--- config.mk ---
export PLATFORM = sky130hd
export DESIGN_NAME = fetch_ctrl_flat
export DESIGN_NICKNAME = d
export VERILOG_FILES = /design/src/rtl/fetch_ctrl_pkg.sv /design/src/rtl/fetch_ctrl_if.sv /design/src/rtl/fetch_ctrl_sat_counter.sv /design/src/rtl/fetch_ctrl.sv /design/src/flat_wrapper.sv
export SDC_FILE = /design/constraint.sdc
export NUM_CORES = 1
export LEC_CHECK = 0
export BUFFER_PORTS_ARGS = -buffer_cell sky130_fd_sc_hd__buf_2
export CORE_ASPECT_RATIO = 0.9
export CORE_MARGIN = 2
export CORE_UTILIZATION = 51
export CTS_BUF_LIST = sky130_fd_sc_hd__clkbuf_16
export DETAILED_ROUTE_END_ITERATION = 6
export PLACE_DENSITY = 0.77
export SLEW_MARGIN = 5
export SYNTH_ARGS = -nofsm -noshare
export SYNTH_HDL_FRONTEND = slang
export SYNTH_SLANG_ARGS = --single-unit
--- constraint.sdc ---
create_clock -name clk -period 2.2 [get_ports clk]
set_input_delay 0.11 -clock clk [delete_from_list [all_inputs] [get_ports clk]]
set_output_delay 0.11 -clock clk [all_outputs]
set_load 0.01 [all_outputs]
--- src/rtl/fetch_ctrl_pkg.sv ---
// Shared definitions for the fetch path: PC select codes, controller states
// and the PC reset vector.
package fetch_ctrl_pkg;

  typedef enum logic [1:0] {
    PC_JR    = 2'b00,
    PC_BRJMP = 2'b01,
    PC_PLUS4 = 2'b10
  } pc_sel_e;

  typedef enum logic [2:0] {
    ST_BOOT,
    ST_REQ,
    ST_WAIT,
    ST_DRAIN,
    ST_HALT
  } fetch_state_e;

  localparam logic [31:0] PC_RESET = 32'hFFFF_FFFC;

  // Only 2'b01 selects the branch/jal target; every other code is a jalr.
  function automatic pc_sel_e redir_sel(input logic [1:0] kind);
    return (kind == 2'b01) ? PC_BRJMP : PC_JR;
  endfunction

endpackage

--- src/rtl/fetch_ctrl_if.sv ---
// Handshake between the fetch controller and the imem/execute/PC side.
interface fetch_ctrl_if;
  logic       imem_req_ready;
  logic       imem_resp_valid;
  logic       redir_valid;
  logic [1:0] redir_kind;
  logic       halt_req;
  logic [1:0] pc_sel;
  logic       pc_stall;
  logic       imem_req_valid;
  logic       if_valid;
  logic       if_kill;

  modport master (
    input  imem_req_ready, imem_resp_valid, redir_valid, redir_kind, halt_req,
    output pc_sel, pc_stall, imem_req_valid, if_valid, if_kill
  );

  modport slave (
    output imem_req_ready, imem_resp_valid, redir_valid, redir_kind, halt_req,
    input  pc_sel, pc_stall, imem_req_valid, if_valid, if_kill
  );
endinterface

--- src/rtl/fetch_ctrl_sat_counter.sv ---
// Saturating up-counter with synchronous clear.
module sat_counter #(
  parameter int unsigned W = 16
) (
  input  logic         clk,
  input  logic         clr,
  input  logic         inc,
  output logic [W-1:0] count
);

  always_ff @(posedge clk) begin
    if (clr)
      count <= '0;
    else if (inc && (count != '1))
      count <= count + W'(1);
  end

endmodule

--- src/rtl/fetch_ctrl.sv ---
// Instruction fetch controller: one imem request in flight, redirect squash
// with drain of a wrong-path response, sticky halt and a stall-cycle counter.
module fetch_ctrl
  import fetch_ctrl_pkg::*;
#(
  parameter int unsigned CNT_W = 16
) (
  input  logic             clk,
  input  logic             reset,
  fetch_ctrl_if.master     bus,
  output logic [CNT_W-1:0] stall_cnt
);

  fetch_state_e state, state_nx;
  pc_sel_e      sel_c;
  logic         stall_c, reqv_c, ifv_c, kill_c;
  logic         redir_live;

  always_ff @(posedge clk) begin
    if (reset)
      state <= ST_BOOT;
    else
      state <= state_nx;
  end

  assign redir_live = bus.redir_valid &&
                      (state inside {ST_REQ, ST_WAIT, ST_DRAIN});

  always_comb begin
    state_nx = state;
    sel_c    = PC_PLUS4;
    stall_c  = 1'b1;
    reqv_c   = 1'b0;
    ifv_c    = 1'b0;
    kill_c   = 1'b0;
    case (state)
      ST_BOOT: begin
        stall_c  = 1'b0;
        state_nx = ST_REQ;
      end
      ST_REQ: begin
        // A redirect still issues; an accepted request must then be drained.
        if (bus.redir_valid) begin
          reqv_c = 1'b1;
          if (bus.imem_req_ready) state_nx = ST_DRAIN;
        end else if (bus.halt_req) begin
          state_nx = ST_HALT;
        end else begin
          reqv_c = 1'b1;
          if (bus.imem_req_ready) state_nx = ST_WAIT;
        end
      end
      ST_WAIT: begin
        if (bus.redir_valid) begin
          state_nx = bus.imem_resp_valid ? ST_REQ : ST_DRAIN;
        end else if (bus.imem_resp_valid) begin
          ifv_c    = 1'b1;
          stall_c  = 1'b0;
          state_nx = bus.halt_req ? ST_HALT : ST_REQ;
        end
      end
      ST_DRAIN: begin
        if (bus.imem_resp_valid)
          state_nx = (bus.halt_req && !bus.redir_valid) ? ST_HALT : ST_REQ;
      end
      ST_HALT: state_nx = ST_HALT;
      default: state_nx = ST_BOOT;
    endcase

    // Redirect outputs override whatever the state decoded above.
    if (redir_live) begin
      sel_c   = redir_sel(bus.redir_kind);
      stall_c = 1'b0;
      kill_c  = 1'b1;
    end

    if (reset) begin
      sel_c   = PC_PLUS4;
      stall_c = 1'b1;
      reqv_c  = 1'b0;
      ifv_c   = 1'b0;
      kill_c  = 1'b0;
    end
  end

  assign bus.pc_sel         = sel_c;
  assign bus.pc_stall       = stall_c;
  assign bus.imem_req_valid = reqv_c;
  assign bus.if_valid       = ifv_c;
  assign bus.if_kill        = kill_c;

  sat_counter #(.W(CNT_W)) u_stall_cnt (
    .clk   (clk),
    .clr   (reset),
    .inc   ((state == ST_WAIT) || (state == ST_DRAIN)),
    .count (stall_cnt)
  );

endmodule

--- src/flat_wrapper.sv ---
// flat-port wrapper written by rule: the top's interface ports become plain ports
module fetch_ctrl_flat import fetch_ctrl_pkg::*;
#(
  parameter int unsigned CNT_W = 16
)
  (clk, reset, stall_cnt, bus_imem_req_ready, bus_imem_resp_valid, bus_redir_valid, bus_redir_kind, bus_halt_req, bus_pc_sel, bus_pc_stall, bus_imem_req_valid, bus_if_valid, bus_if_kill);
  fetch_ctrl_if bus_i ();
  input  logic clk;
  input  logic reset;
  output logic [CNT_W-1:0] stall_cnt;
  input wire logic [$bits(bus_i.imem_req_ready)-1:0] bus_imem_req_ready;
  input wire logic [$bits(bus_i.imem_resp_valid)-1:0] bus_imem_resp_valid;
  input wire logic [$bits(bus_i.redir_valid)-1:0] bus_redir_valid;
  input wire logic [$bits(bus_i.redir_kind)-1:0] bus_redir_kind;
  input wire logic [$bits(bus_i.halt_req)-1:0] bus_halt_req;
  output wire logic [$bits(bus_i.pc_sel)-1:0] bus_pc_sel;
  output wire logic [$bits(bus_i.pc_stall)-1:0] bus_pc_stall;
  output wire logic [$bits(bus_i.imem_req_valid)-1:0] bus_imem_req_valid;
  output wire logic [$bits(bus_i.if_valid)-1:0] bus_if_valid;
  output wire logic [$bits(bus_i.if_kill)-1:0] bus_if_kill;
  assign bus_i.imem_req_ready = bus_imem_req_ready;
  assign bus_i.imem_resp_valid = bus_imem_resp_valid;
  assign bus_i.redir_valid = bus_redir_valid;
  assign bus_i.redir_kind = bus_redir_kind;
  assign bus_i.halt_req = bus_halt_req;
  assign bus_pc_sel = bus_i.pc_sel;
  assign bus_pc_stall = bus_i.pc_stall;
  assign bus_imem_req_valid = bus_i.imem_req_valid;
  assign bus_if_valid = bus_i.if_valid;
  assign bus_if_kill = bus_i.if_kill;
  fetch_ctrl #(.CNT_W(CNT_W)) u_core (.clk(clk), .reset(reset), .bus(bus_i), .stall_cnt(stall_cnt));
endmodule
==> results of run 1 <==
## Yosys cell counts (all sizes together)
cell type | n | area, sq um
dfxtp | 19 | 380
a21oi | 14 | 92.6
nand2 | 8 | 30.0
nand4 | 8 | 83.8
nor2 | 8 | 30.0
o21ai | 8 | 43.8
nor4 | 6 | 52.6
or3 | 6 | 37.5
inv | 5 | 18.8
nor3 | 5 | 30.0
nand3 | 4 | 30.0
nor2b | 4 | 25.0
and3 | 3 | 18.8
buf | 3 | 26.3
o311ai | 3 | 26.3
o31ai | 3 | 22.5
o41ai | 3 | 26.3
or2 | 3 | 18.8
or4 | 3 | 22.5
clkbuf | 2 | 8.75
nand2b | 2 | 12.5
a2111oi | 1 | 8.76
a211oi | 1 | 7.51
and2 | 1 | 6.26
and2b | 1 | 8.76
and4 | 1 | 8.76
and4b | 1 | 11.3
ha | 1 | 12.5
mux2 | 1 | 15.0
nor3b | 1 | 7.51
o21bai | 1 | 7.51
o31a | 1 | 8.76
or3b | 1 | 8.76
## cell type report
type	count	area share, %
multi-input cells	103	51.8
flip-flops and latches	19	27.6
repair buffers	30	11.1
clock buffers	3	5.44
well taps	27	2.45
inverters	5	1.36
clock inverters	1	0.272
## registers in the layout (all words and copies together), names as in the netlist
signal / flops
u_core.state: 3
u_core.u_stall_cnt.count: 16
## worst paths after layout
check | from | endpoint | slack [ps]
max | u_core.u_stall_cnt.count[0] | u_core.u_stall_cnt.count[6] | 310
min | bus_imem_req_ready | u_core.state[1] | 120
max reg2reg | u_core.u_stall_cnt.count[0] | u_core.u_stall_cnt.count[6] | 310
min reg2reg | u_core.u_stall_cnt.count[1] | u_core.u_stall_cnt.count[1] | 500
## worst max-delay path, delay by kind of cell (launching register included)
family,cells,cell delay [ps]
buffers and inverters,1,240
adders and majority gates,1,290
and+or+nand+nor,3,790
AOI/OAI and AO/OA,1,50
DFF,1,380
## power breakdown
part	internal, mW	switching (mW)
Combinational	0.0258	0.0374
Sequential	0.350	0.00867
Clock	0.241	0.119
## through the flow
stage	hold WS [ps]	util (%)	cell area, sq um	power (mW)	std cells
after floorplan	251	-	1150	0.408	132
after global placement	366	60.1	1300	0.427	184
after detailed placement	371	60.1	1300	0.429	184
after CTS	117	63.8	1380	0.791	188
after global routing	139	63.8	1380	0.811	188
final	122	63.8	1380	0.782	188
## cells by family after synthesis
family	Yosys count	share of synthesized area (%)
simple gates	66	38.6
compound gates	35	21.2
flops	19	33.1
buf+inv	10	4.68
mux	1	1.31
fa+ha+maj	1	1.09
## per-layer routing
layer	routed length (um)	up-vias	share of wire (%)	GRT usage, %
li1	-	563	-	-
met1	1220	542	46	29.3
met2	1260	34	48	35.6
met3	141	2	5.4	2.76
met4	7	0	0.27	6.25
met5	0	-	0	0
==> run_results.csv, run 1 <==
group,metric,value,unit
worst_setup_path,path_max_fanout,10,
global_routing,antenna_found_initial,0,
flow_run,drv_cap,0,
place,gp_congestion,0.785,
worst_setup_path,crit_chain,"ha_1 > nand4_2 > nor4_4 > buf_4 > or3_1 > a21oi_2",
routing,wl,2620,um
sta,fmax,530,MHz
pwr,leakagePower,0.577,nW
synth,synth_cells,132,
cells_and_area,nFillCells,202,
routing,via_per_inst,6.07,
sta,fin_crit,1890,ps
clock_tree,cts_inserted_buffers,3,
place,dp_hpwl,1910,um
place,port_buffers,29,
clock_tree,post_cts_buffers,0,
cells_and_area,diodes,0,
pwr,powerDensity,567,mW/mm^2
worst_setup_path,critical_path.max_stage_delay,450,ps
global_routing,grt_pass1_vias,962,
synth,ys_seq_area_share,33.1,%
clock_tree,worstSkewPairLatency,250,ps
cells_and_area,multi_input_area,714,sq um
clock_tree,cts.sinks,19,
worst_setup_path,arrival,2000,ps
worst_setup_path,slowest_stage,"nor4_4",
die,core_area,0.00216,sq mm
worst_setup_path,r2r_cells,6,
run_status,status,"complete, no violations",
cells_and_area,mostFrequentLayoutCells,"buf_2, dfxtp_1, nor2_1, nand2_1, a21oi_1",
die,die_x,54.0,um
die,start_util,53.1,%
clock_tree,clockBufferDepth,2,
worst_hold_path,hold_path_class,"primary input to flop",
place,preCtsSetupSlack,324,ps
cells_and_area,drive_gt1_share,33.5,%
cells_and_area,area_growth_syn_to_layout,20.0,%
routing,ant_nets,0,
sta,setup_viol,0,
clock_tree,post_cts_resized,0,
die,row_count,16,
sta,layout_setup_ws,314,ps
clock_tree,cts_hold_buffers,0,
synth,yosysUniqueCellTypes,44,
routing,vias,1141,
die,die_h,49.0,um
worst_setup_path,critPathLaunchType,"flop",
global_routing,grt_max_degree,22,
sta,worst_pin_slew,466,ps
pwr,peakVddDrop,0.430,mV
routing,wl_per_cell,14.0,um
worst_setup_path,critPathCaptureType,"flop",
clock_tree,tritoncts,"done",
sta,fin_tns_setup,0,ps
routing,drt_iter0_markers,21,
sta,maxSlewViolCount,0,
cells_and_area,final_common_cell,"buf_2",
global_routing,grt_pass1_wl,4400,um
routing,firstDrtPassIters,4,
worst_setup_path,critical_path_class,"flop to flop",
sta,timing.final.crit_share,85.7,%
sta,rsz0062_at_grt,"no",
sta,finClkSkew,1.35,ps
synth,syn-num-nets,141,
synth,synth_seq_cells,19,
worst_setup_path,required,2320,ps
synth,syn_area,0.00115,sq mm
global_routing,overflow,0,
cells_and_area,nNetsFinal,171,
die,fp.dieArea,0.00265,sq mm
clock_tree,cts_root_buffer,"clkbuf_16",
synth,avgSynthCellArea,8.70,sq um
die,top_level_ports,30,
sta,hold_violations,0,
worst_hold_path,holdPathStages,3,
routing,drc,0,
synth,ys_warn_count,0,
clock_tree,clkTransAtPathRegs,50,ps
sta,slew_headroom,68.1,%
cells_and_area,register_area,380,sq um
clock_tree,htree_levels,1,
global_routing,gr-usage-all-layers,21.7,%
(Power assumes the default switching activity.)
==> run 2, diff against run 1 <==
--- a/config.mk
+++ b/config.mk
@@ -7,8 +7,10 @@
 export LEC_CHECK = 0
 export BUFFER_PORTS_ARGS = -buffer_cell sky130_fd_sc_hd__buf_2
+export CAP_MARGIN = 20
 export CORE_ASPECT_RATIO = 0.9
 export CORE_MARGIN = 2
 export CORE_UTILIZATION = 51
 export CTS_BUF_LIST = sky130_fd_sc_hd__clkbuf_16
+export CTS_CLUSTER_SIZE = 14
 export DETAILED_ROUTE_END_ITERATION = 6
 export PLACE_DENSITY = 0.77
==> constraint.sdc (replaced) <==
create_clock -name clk -period 2.2 [get_ports clk]
set_input_delay 0.44 -clock clk [delete_from_list [all_inputs] [get_ports clk]]
set_output_delay 0.44 -clock clk [all_outputs]
set_load 0.01 [all_outputs]
==> run_results.csv, run 2 (synthesis results as in run 1) <==
group,metric,value,unit
run_status,status,"complete, no violations",
cells_and_area,top_regs,"u_core.u_stall_cnt.count (16), u_core.state (3)",
clock_tree,clkTransAtPathRegs,60,ps
routing,vias,1177,
worst_setup_path,critical_path.max_stage_delay,380,ps
global_routing,grtUsageMet2,36.0,%
cells_and_area,diodes,0,
sta,maxSlewViolCount,0,
die,row_count,16,
worst_setup_path,required,1760,ps
sta,setup_viol,0,
die,die_x,54.0,um
routing,wl_per_cell,14.3,um
global_routing,antenna_found_initial,0,
global_routing,grt.busiest_layer,"met2",
sta,slew_headroom,69.0,%
sta,layout_setup_ws,209,ps
worst_setup_path,critPathCaptureType,"primary output",
sta,rsz0062_at_grt,"no",
global_routing,met1_usage,31.6,%
clock_tree,htree_levels,1,
die,die_h,49.0,um
cells_and_area,top_register,"u_core.u_stall_cnt.count",
sta,hold_violations,0,
clock_tree,worstSkewPairLatency,250,ps
worst_setup_path,critPathLaunchType,"flop",
routing,firstDrtPassIters,4,
worst_setup_path,cp.buffers_inverters,1,
worst_setup_path,slowest_stage,"dfxtp_1",
worst_setup_path,cp_top_family,"simple AND/OR/NAND/NOR gates",
place,port_buffers,29,
routing,drc,0,
worst_setup_path,arrival,1550,ps
clock_tree,post_cts_buffers,0,
die,top_level_ports,30,
place,preCtsSetupSlack,354,ps
sta,fin_tns_setup,0,ps
global_routing,grt_max_degree,21,
cells_and_area,nNetsFinal,172,
global_routing,gr-usage-all-layers,22.9,%
clock_tree,clockBufferDepth,2,
routing,ant_nets,0,
cells_and_area,final_common_cell,"buf_2",
die,start_util,53.1,%
die,core_area,0.00216,sq mm
worst_setup_path,path_max_fanout,9,
pwr,powerDensity,576,mW/mm^2
cells_and_area,largest_reg_flops,16,
clock_tree,post_cts_resized,0,
clock_tree,cts.sinks,19,
sta,fmax,502,MHz
die,fp.dieArea,0.00265,sq mm
cells_and_area,mostFrequentLayoutCells,"buf_2, dfxtp_1, nor2_1, nand2_1, a21oi_1",
cells_and_area,utilization,64.2,%
global_routing,use_met3,3.07,%
routing,wl,2700,um
worst_hold_path,hold_path_class,"primary input to flop",
place,gp_congestion,0.756,
worst_setup_path,critical_path_class,"flop to primary output",
clock_tree,cts_hold_buffers,0,
pwr,leakagePower,0.580,nW
global_routing,grt_pass1_vias,1030,
global_routing,grt_pass1_wl,4630,um
sta,worst_pin_slew,454,ps
worst_setup_path,crit_chain,"or2_2 > nor2_1 > nand2_1 > nor3b_1 > buf_2",
sta,timing.final.crit_share,90.5,%
clock_tree,cts_root_buffer,"clkbuf_16",
pwr,peakVddDrop,0.374,mV
place,dp_hpwl,1870,um
cells_and_area,drive_gt1_share,34.6,%
routing,via_per_inst,6.23,
routing,drt_iter0_markers,20,
clock_tree,cts_inserted_buffers,3,
cells_and_area,area_growth_syn_to_layout,20.8,%
clock_tree,tritoncts,"done",
sta,fin_crit,1990,ps
flow_run,drv_cap,0,
sta,finClkSkew,2.39,ps
global_routing,overflow,0,
==> run 2: cell count changes in the layout (fill, tap and decap cells not counted) <==
cell | previous run | this run
buf_4 | 1 | 2
clkinv_2 | 0 | 1
inv_1 | 6 | 5
==> run 2: per-layer routing <==
layer  vias to the layer above  routed length, um  part of all wire (%)
li1                        570                  -                     -
met1                       556               1240                    46
met2                        41               1320                    49
met3                        10                114                   4.2
met4                         0                 33                   1.2
met5                         -                  0                     0
==> run 2: power breakdown <==
group | switching (mW) | leakage [nW] | internal (mW)
clock network | 0.131 | 0.0409 | 0.244
registers | 0.00872 | 0.154 | 0.350
logic | 0.0383 | 0.386 | 0.0270
total | 0.178 | 0.580 | 0.620
==> run 2: final timing paths <==
path | from | endpoint | slack (ps) | cells after the start
worst max register to register | u_core.u_stall_cnt.count[1] | u_core.u_stall_cnt.count[3] | 310 | 6
worst min-delay path | bus_imem_req_ready | u_core.state[1] | 450 | 3
worst min register to register | u_core.u_stall_cnt.count[1] | u_core.u_stall_cnt.count[1] | 510 | 2
worst max-delay path | u_core.state[2] | bus_pc_sel[0] | 210 | 5
==> run 2: worst register-to-register path, cell delays in order (launching register included) <==
cell and delay (ps):
dfxtp_1 380, ha_1 300, nand4_2 220, nor4_4 450, buf_4 240, or4_1 140
a21oi_2 60
==> run 2: cell type report <==
class / instances / area (sq um)
fillers: 190 / 774
flip-flops and latches: 19 / 380
inverters: 5 / 18.8
repair buffers: 31 / 160
clock inverters: 1 / 5.00
multi-input cells: 103 / 714
clock buffers: 3 / 75.1
well taps: 27 / 33.8
==> run 2: per-stage QoR <==
step	hold slack, ps	cell area [sq um]	instances	power, mW
floorplan	504	1150	132	0.408
global placement	484	1310	185	0.428
detailed placement	503	1310	185	0.430
CTS	447	1390	189	0.800
global route	494	1390	189	0.827
finish	451	1390	189	0.799
